## src/rtl/bbox_scanner.sv

```systemverilog
// bbox_scanner: streams a WIDTH x HEIGHT image (CHANNELS words per pixel,
// column-major, channel fastest) from a memory with fixed read latency and
// reports the bounding box and count of foreground pixels.
//
// Ports:
//   clk, rst_n        clock (rising edge), synchronous active-low reset
//   start, abort      begin a scan / cancel an in-progress scan
//   threshold, mode   foreground threshold; 0 = any channel, 1 = all channels
//   rd_en, addr       read request and address (one per cycle while scanning)
//   rddata            read data, valid RD_LAT cycles after rd_en
//   busy, done        scan in progress / results valid
//   found, x_min, x_max, y_min, y_max, pix_count   result registers
module bbox_scanner #(
    parameter int WIDTH    = 100,
    parameter int HEIGHT   = 100,
    parameter int CHANNELS = 3,
    parameter int DATA_W   = 16,
    parameter int COORD_W  = 11,
    parameter int ADDR_W   = 24,
    parameter int RD_LAT   = 1
) (
    input  logic                                 clk,
    input  logic                                 rst_n,
    input  logic                                 start,
    input  logic                                 abort,
    input  logic [DATA_W-1:0]                    threshold,
    input  logic                                 mode,
    output logic                                 rd_en,
    output logic [ADDR_W-1:0]                    addr,
    input  logic [DATA_W-1:0]                    rddata,
    output logic                                 busy,
    output logic                                 done,
    output logic                                 found,
    output logic [COORD_W-1:0]                   x_min,
    output logic [COORD_W-1:0]                   x_max,
    output logic [COORD_W-1:0]                   y_min,
    output logic [COORD_W-1:0]                   y_max,
    output logic [$clog2(WIDTH*HEIGHT+1)-1:0]    pix_count
);

    localparam int N     = WIDTH * HEIGHT * CHANNELS;
    localparam int CNT_W = $clog2(WIDTH * HEIGHT + 1);

    localparam logic [1:0] IDLE  = 2'd0;
    localparam logic [1:0] SCAN  = 2'd1;
    localparam logic [1:0] DRAIN = 2'd2;
    localparam logic [1:0] DONE  = 2'd3;

    localparam logic [COORD_W-1:0] X_EMPTY = COORD_W'(WIDTH - 1);
    localparam logic [COORD_W-1:0] Y_EMPTY = COORD_W'(HEIGHT - 1);

    logic [1:0]         state;
    logic [DATA_W-1:0]  thr_q;
    logic               mode_q;
    logic [COORD_W-1:0] x_cnt, y_cnt;
    logic [1:0]         c_cnt;

    // Tag pipeline: stage RD_LAT-1 describes the word currently on rddata.
    logic               tag_v    [RD_LAT];
    logic               tag_last [RD_LAT];
    logic [COORD_W-1:0] tag_x    [RD_LAT];
    logic [COORD_W-1:0] tag_y    [RD_LAT];
    logic [1:0]         tag_c    [RD_LAT];

    logic               out_v, out_last;
    logic [COORD_W-1:0] out_x, out_y;
    logic [1:0]         out_c;

    // Per-pixel channel flags and running results.
    logic               ch_any, ch_all, any_nxt, all_nxt, ge, pix_fg;
    logic               run_found, found_nxt;
    logic [COORD_W-1:0] run_xmin, run_xmax, run_ymin, run_ymax;
    logic [COORD_W-1:0] xmin_nxt, xmax_nxt, ymin_nxt, ymax_nxt;
    logic [CNT_W-1:0]   run_cnt, cnt_nxt;
    logic               scan_last;

    assign rd_en = (state == SCAN);
    assign busy  = (state == SCAN) || (state == DRAIN);
    assign done  = (state == DONE);

    assign out_v     = tag_v[RD_LAT-1];
    assign out_last  = tag_last[RD_LAT-1];
    assign out_x     = tag_x[RD_LAT-1];
    assign out_y     = tag_y[RD_LAT-1];
    assign out_c     = tag_c[RD_LAT-1];
    assign scan_last = (addr == ADDR_W'(N - 1));

    always_comb begin
        ge      = (rddata >= thr_q);
        any_nxt = ch_any;
        all_nxt = ch_all;
        if (out_v) begin
            if (out_c == 2'd0) begin
                any_nxt = ge;
                all_nxt = ge;
            end else begin
                any_nxt = ch_any | ge;
                all_nxt = ch_all & ge;
            end
        end
        pix_fg = out_v && (out_c == 2'(CHANNELS - 1)) && (mode_q ? all_nxt : any_nxt);

        found_nxt = run_found;
        xmin_nxt  = run_xmin;
        xmax_nxt  = run_xmax;
        ymin_nxt  = run_ymin;
        ymax_nxt  = run_ymax;
        cnt_nxt   = run_cnt;
        if (pix_fg) begin
            found_nxt = 1'b1;
            if (out_x < run_xmin) xmin_nxt = out_x;
            if (out_x > run_xmax) xmax_nxt = out_x;
            if (out_y < run_ymin) ymin_nxt = out_y;
            if (out_y > run_ymax) ymax_nxt = out_y;
            cnt_nxt = run_cnt + CNT_W'(1);
        end
    end

    always_ff @(posedge clk) begin
        if (!rst_n) begin
            state     <= IDLE;
            addr      <= '0;
            thr_q     <= '0;
            mode_q    <= 1'b0;
            x_cnt     <= '0;
            y_cnt     <= '0;
            c_cnt     <= '0;
            for (int unsigned i = 0; i < RD_LAT; i++) begin
                tag_v[i]    <= 1'b0;
                tag_last[i] <= 1'b0;
                tag_x[i]    <= '0;
                tag_y[i]    <= '0;
                tag_c[i]    <= '0;
            end
            ch_any    <= 1'b0;
            ch_all    <= 1'b0;
            run_found <= 1'b0;
            run_xmin  <= X_EMPTY;
            run_xmax  <= '0;
            run_ymin  <= Y_EMPTY;
            run_ymax  <= '0;
            run_cnt   <= '0;
            found     <= 1'b0;
            x_min     <= X_EMPTY;
            x_max     <= '0;
            y_min     <= Y_EMPTY;
            y_max     <= '0;
            pix_count <= '0;
        end else begin
            tag_v[0]    <= (state == SCAN);
            tag_last[0] <= scan_last;
            tag_x[0]    <= x_cnt;
            tag_y[0]    <= y_cnt;
            tag_c[0]    <= c_cnt;
            for (int unsigned i = 1; i < RD_LAT; i++) begin
                tag_v[i]    <= tag_v[i-1];
                tag_last[i] <= tag_last[i-1];
                tag_x[i]    <= tag_x[i-1];
                tag_y[i]    <= tag_y[i-1];
                tag_c[i]    <= tag_c[i-1];
            end

            ch_any    <= any_nxt;
            ch_all    <= all_nxt;
            run_found <= found_nxt;
            run_xmin  <= xmin_nxt;
            run_xmax  <= xmax_nxt;
            run_ymin  <= ymin_nxt;
            run_ymax  <= ymax_nxt;
            run_cnt   <= cnt_nxt;

            case (state)
                IDLE, DONE: begin
                    // abort wins over a simultaneous start
                    if (start && !abort) begin
                        state     <= SCAN;
                        thr_q     <= threshold;
                        mode_q    <= mode;
                        addr      <= '0;
                        x_cnt     <= '0;
                        y_cnt     <= '0;
                        c_cnt     <= '0;
                        for (int unsigned i = 0; i < RD_LAT; i++) tag_v[i] <= 1'b0;
                        ch_any    <= 1'b0;
                        ch_all    <= 1'b0;
                        run_found <= 1'b0;
                        run_xmin  <= X_EMPTY;
                        run_xmax  <= '0;
                        run_ymin  <= Y_EMPTY;
                        run_ymax  <= '0;
                        run_cnt   <= '0;
                    end
                end
                SCAN: begin
                    if (abort) begin
                        state <= IDLE;
                        for (int unsigned i = 0; i < RD_LAT; i++) tag_v[i] <= 1'b0;
                    end else if (scan_last) begin
                        // addr stays on N-1 after the final read
                        state <= DRAIN;
                    end else begin
                        addr <= addr + ADDR_W'(1);
                        if (c_cnt == 2'(CHANNELS - 1)) begin
                            c_cnt <= '0;
                            if (y_cnt == Y_EMPTY) begin
                                y_cnt <= '0;
                                x_cnt <= x_cnt + COORD_W'(1);
                            end else begin
                                y_cnt <= y_cnt + COORD_W'(1);
                            end
                        end else begin
                            c_cnt <= c_cnt + 2'd1;
                        end
                    end
                end
                DRAIN: begin
                    if (abort) begin
                        state <= IDLE;
                        for (int unsigned i = 0; i < RD_LAT; i++) tag_v[i] <= 1'b0;
                    end else if (out_v && out_last) begin
                        // final return is folded in this cycle, so publish the next-state values
                        state     <= DONE;
                        found     <= found_nxt;
                        x_min     <= xmin_nxt;
                        x_max     <= xmax_nxt;
                        y_min     <= ymin_nxt;
                        y_max     <= ymax_nxt;
                        pix_count <= cnt_nxt;
                    end
                end
                default: state <= IDLE;
            endcase
        end
    end

endmodule

```

## config.mk

```make
export PLATFORM = sky130hd
export DESIGN_NAME = bbox_scanner
export DESIGN_NICKNAME = d
export VERILOG_FILES = /design/src/rtl/bbox_scanner.sv
export SDC_FILE = /design/constraint.sdc
export NUM_CORES = 1
export LEC_CHECK = 0
export ABC_AREA = 1
export BUFFER_PORTS_ARGS = -buffer_cell sky130_fd_sc_hd__buf_4
export CORE_MARGIN = 2
export CORE_UTILIZATION = 55
export CTS_BUF_LIST = sky130_fd_sc_hd__clkbuf_16
export DETAILED_ROUTE_END_ITERATION = 10
export GPL_TIMING_DRIVEN = 0
export PLACE_DENSITY = 0.77
export SYNTH_ARGS = -nofsm -noshare
export SYNTH_HDL_FRONTEND = slang
export SYNTH_SLANG_ARGS = --single-unit
export TNS_END_PERCENT = 50
```

## constraint.sdc

```tcl
create_clock -name clk -period 2.55 [get_ports clk]
set_input_delay 0 -clock clk [delete_from_list [all_inputs] [get_ports clk]]
set_output_delay 0 -clock clk [all_outputs]
set_load 0.03 [all_outputs]
```

* After elaboration in Yosys (flattened, before gate mapping)
Memories as Yosys holds them, arrays and structs flattened. Index checks and enable logic that the tools add are counted.
Storage, ports and cells: register bits 187, bits in writable memories 26, bits of input ports 37, output and inout bits 86, logic and storage cells 160, memories 5
Memory list:
- tag_x | words 1, width 11, rd ports 1, clocked after memory_dff 0, write ports 1, line 61 | logic [COORD_W-1:0] tag_x [RD_LAT];
- tag_y | words 1, width 11, rd ports 1, clocked after memory_dff 0, write ports 1, line 62 | logic [COORD_W-1:0] tag_y [RD_LAT];
- tag_c | words 1, width 2, rd ports 1, clocked after memory_dff 0, write ports 1, line 63 | logic [1:0] tag_c [RD_LAT];
- tag_last | words 1, width 1, rd ports 1, clocked after memory_dff 0, write ports 1, line 60 | logic tag_last [RD_LAT];
- tag_v | words 1, width 1, rd ports 1, clocked after memory_dff 0, write ports 2, line 59 | logic tag_v [RD_LAT];
Cells by class: $add $sub $neg 5, magnitude comparators 5, equal/unequal tests 14, mux-type cells 84, bitwise logic cells 3, reductions and logical operators 23
Operators with widths (count):
- 11-bit two-way mux | 27
- 24-bit two-way mux | 3
- 24-bit one-hot mux with 2 select lines | 1
- 11-bit one-hot mux with 2 select lines | 2
- 14-bit two-way mux | 3
- 1-bit two-way mux | 36
- 24-bit by 1-bit adder with 24-bit output (second input constant) | 1
- 24-bit by 15-bit == test with 1-bit output (second input constant) | 1
- 11-bit by 1-bit adder with 11-bit output (second input constant) | 2
- 11-bit greater-than comparator | 2
- 11-bit less-than comparator | 2
- 11-bit OR reduction | 2
- 2-bit two-way mux | 10
- 16-bit greater-or-equal comparator | 1
- 14-bit by 1-bit adder with 14-bit output (second input constant) | 1
- 11-bit by 7-bit == test with 1-bit output (second input constant) | 1
- 2-bit == test (second input constant) | 4
- 2-bit inequality test (second input constant) | 3
- 3-bit by 2-bit inequality test with 1-bit output (second input constant) | 2
- 2-bit one-hot mux with 3 select lines | 1
- 3-bit AND reduction | 2
- 6-bit AND reduction | 1
- 5-bit AND reduction | 1
- 1-bit logical AND | 4
- 15 further kinds | 21

* Longest topological paths before layout
word-level depth 9, mapped depth 19

* Worst setup path before layout
OpenSTA, ideal clock, no wires.
path kind reg-to-reg, start reg addr[0], end reg x_cnt[3], arrival time 2017 ps, data required time 2419 ps, slack 402 ps, stages on the path, launching flop included 12, buffers on the path 1, period minus slack after synthesis 2148 ps, cells stage by stage dfxtp_1 -> ha_1 -> nand2_1 -> inv_2 -> nand3_2 -> nor4_4 -> nand4_2 -> nand2_4 -> nor2_2 -> buf_4 -> a21oi_1 -> nor3_1
Between the ends: cells in the longest elaborated chain, start to end 3
Ends and longest elaborated chain:
- start: declaration | line 29 | output logic [ADDR_W-1:0] addr,
- start signal: assignment | line 202 | addr <= addr + ADDR_W'(1);
- 24-bit by 15-bit == test with 1-bit output | line 86 | assign scan_last = (addr == ADDR_W'(N - 1));
- 2-bit inequality test (no line)
- 6-bit AND reduction (no line)
- end signal: assignment | line 207 | x_cnt <= x_cnt + COORD_W'(1);
- end: declaration | line 55 | logic [COORD_W-1:0] x_cnt, y_cnt;
No other way between the ends. A chain may end at the register's enable or synchronous reset.

* Final worst setup path
start reg addr[0], end reg addr[18]
Between the ends: cells in the longest elaborated chain, start to end 4, elaborated cells between the ends (all ways) 7, classes of those cells add/sub: 1; eq/ne: 2; mux: 3; reduce/logical: 1
Ends and longest elaborated chain:
- 24-bit by 1-bit adder with 24-bit output | line 202
- 24-bit two-way mux | line 198 | end else if (scan_last) begin
- 24-bit two-way mux | line 195 | if (abort) begin
- 24-bit one-hot mux with 2 select lines | line 172 | case (state)
Several ways; a longest one is shown, not always the timed one. The select of a mux whose other input is x is not followed.

==> summary.txt <==
part of the cycle the worst path needs = 0.913
Synth top cells by count = 379 x nand2_1, 227 x inv_1, 213 x dfxtp_1
GRT overflow = 0
WHS = 0.0390 ns
post-CTS resize count = 0
dpl hpwl = 21500 µm
overall routed net length = 29400 µm
largest family of logic cells by synthesized area = simple AND/OR/NAND/NOR gates
Synth Area in Adders = 0.0714
status = complete, no violations
worst clock skew = 0.00867 ns
diode count = 0
Synth area leader = dfxtp_1
Setup Fix Bufs, Post-CTS = 0
post-synthesis compound-gate area fraction = 0.0974
share of synthesized flip-flops with an asynchronous set or reset = 0
Synth Area in XOR/XNOR = 0.0231
num ports = 123
GRT Resource Usage Total = 0.265
remaining antenna violation count = 0
register bit count reported by yosys = 213
fraction of the mapped netlist area in simple logic gates = 0.323
post-layout min period = 2.33 ns
Synth Instances = 1651
Fillers = 1845
routability cong. = 0.929
Port Buffers = 122
Worst Setup End Kind = flip-flop
pin count of the biggest net entering global routing = 14
Hold Crit Class = primary input to flip-flop
Netlist cell types = 39
DRC Markers = 0
Multi-input gate area = 5870 µm²
Clock Tree Root = clkbuf_16
top_reg_cell synth = dfxtp_1
worst-path fanout max = 10
overall power = 0.00771 W
PwrDens = 570 nW/µm²
Slew Limit Fails = 0
1st-iter DRT viols = 702
Avg Cell Area, Syn = 6.90 µm²
worst skew pair latency = 0.52 ns
top cells by area, synth = dfxtp_1 37%, nand2_1 12%, inv_1 7.5%
layout cells sized above 1 = 0.122
Crit-path slowest cell = dfxtp_1
post-synthesis cell area = 11400 µm²
post-synthesis mux area share = 0
H-tree levels = 1
final hold violation count = 0
CTS Buffer Depth = 3
final setup fails = 0
sequential-to-total area share from yosys stat = 0.374
Synthesized Nets = 1753
Die Ht = 148 µm
initial cell density of the core = 0.561
setup TNS = 0 ns
Reg clk slew, reported paths = 0.06 ns
count leader, synth = nand2_1
first-pass GRT wire length = 48500 µm
DIE AREA = 21900 µm²
vias in the first global route = 10100
Max Freq = 430 MHz
post-synth top area share = 0.374
Vias = 11100
Rows = 52
# nets final = 1920
core box area = 20300 µm²
WL/cell = 14.0 µm
P&R area growth vs syn = 18.7%
leakage power = 6.13 nW
Clock Sinks = 213
die width = 148 µm
Slew headroom = 0.470
Worst Tran Pin Value = 0.796 ns
CTS Buf Count = 23
Peak VDD IR = 389 µV
Worst EP required = 2.93 ns
Reg area = 4260 µm²
router iterations before antenna repair = 5
initial antenna violation count = 0
post-layout util = 0.666
CP Cell Sequence = ha_1 -> nand2_1 -> inv_2 -> nand3_2 -> nor4_4 -> nand4_2 -> nand2_4 -> inv_4 -> buf_4 -> nand4_1 -> a21oi_1
Max Cap Violations = 0
CTS tree = yes
Ys Warns = 0
Vias per Instance = 5.28
crit path DAT = 2.71 ns
RSZ-0062 raised after global routing = no
Post-synth EDFFs = 0
crit path kind = flip-flop to flip-flop
Slowest Stage Delay on Critical Path = 0.52 ns
CP startpoint kind = flip-flop
cell usage in the layout, fill, tap and decap left out, types with 20 or more instances in the layout:
cell and count:
o21ai_0 51, nor2_1 181, buf_4 127, clkbuf_1 31, nand3_1 116, clkbuf_16 23, nand2_1 379, buf_2 25
ha_1 65, inv_1 230, dlygate4sd3_1 20, nand4_1 79, dfxtp_1 213, a21oi_1 143, nor3_1 27
what timing repair did:
| action | 4_1_cts | 5_1_grt |
|---|---|---|
| hold buffers | 20 | 0 |
| endpoints found under the hold margin | 21 | 0 |
| endpoints found under the setup margin | 0 | 0 |
worst paths after layout:
check | slack, ns | endpoint | depth (start not counted) | startpoint
hold reg to reg | 0.43 | tag_y[0][6] | 2 | y_cnt[6]
setup reg to reg | 0.22 | addr[18] | 11 | addr[0]
hold / removal | 0.04 | state[1] | 8 | start
setup / recovery | 0.22 | addr[18] | 11 | addr[0]
logic make-up (layout without fill, tap and decap cells):
kind of cell | Yosys count | in the layout
flops | 213 | 213
fa+ha+maj | 65 | 65
compound gates | 215 | 215
buf+inv | 307 | 489
xor+xnor | 30 | 30
simple gates | 821 | 821
cell type report:
class	instances	share of cell area
clock inverters	17	0.00768
flip-flops and latches	213	0.315
well taps	270	0.0250
multi-input cells	1131	0.434
inverters	232	0.0646
clock buffers	23	0.0426
repair buffers	142	0.0825
plain buffers	75	0.0284
report_power, final:
| part | internal, W | switching [W] | total (W) | leakage [nW] |
|---|---|---|---|---|
| clock network | 0.00173 | 0.00134 | 0.00308 | 0.345 |
| registers | 0.00340 | 0.0000583 | 0.00346 | 1.72 |
| logic | 0.000372 | 0.000799 | 0.00117 | 4.06 |
| total | 0.00550 | 0.00220 | 0.00771 | 6.13 |
registers in the layout (all words and copies together), names as in the netlist, 14 cells and up:
signal,cells
addr,24
thr_q,16
pix_count,14
run_cnt,14
layer usage:
metal  vias to the layer above  wire (µm)  GRT usage
li1                       5681          -          -
met2                       334      13800      0.456
met4                         0        672     0.0752
met1                      5044      13100      0.349
met5                         -          0          0
met3                        47       1720     0.0336
stage by stage:
stage               instance area, µm²  instances  setup slack (ns)
CTS                              13500       2103             0.232
finish                           13500       2103             0.222
global route                     13500       2103           0.00208
global placement                 12600       2043             0.260
floorplan                        11400       1651             0.402
detailed placement               12600       2043             0.249
worst max-delay path: cells and delay by family, from the launching register on:
kind                       cells  cell delay, ns
adders and majority gates      1            0.30
DFF                            1            0.52
AOI/OAI and AO/OA              1            0.07
and+or+nand+nor                6            0.91
buffers and inverters          3            0.38
Power figures use the tool's default switching activity.
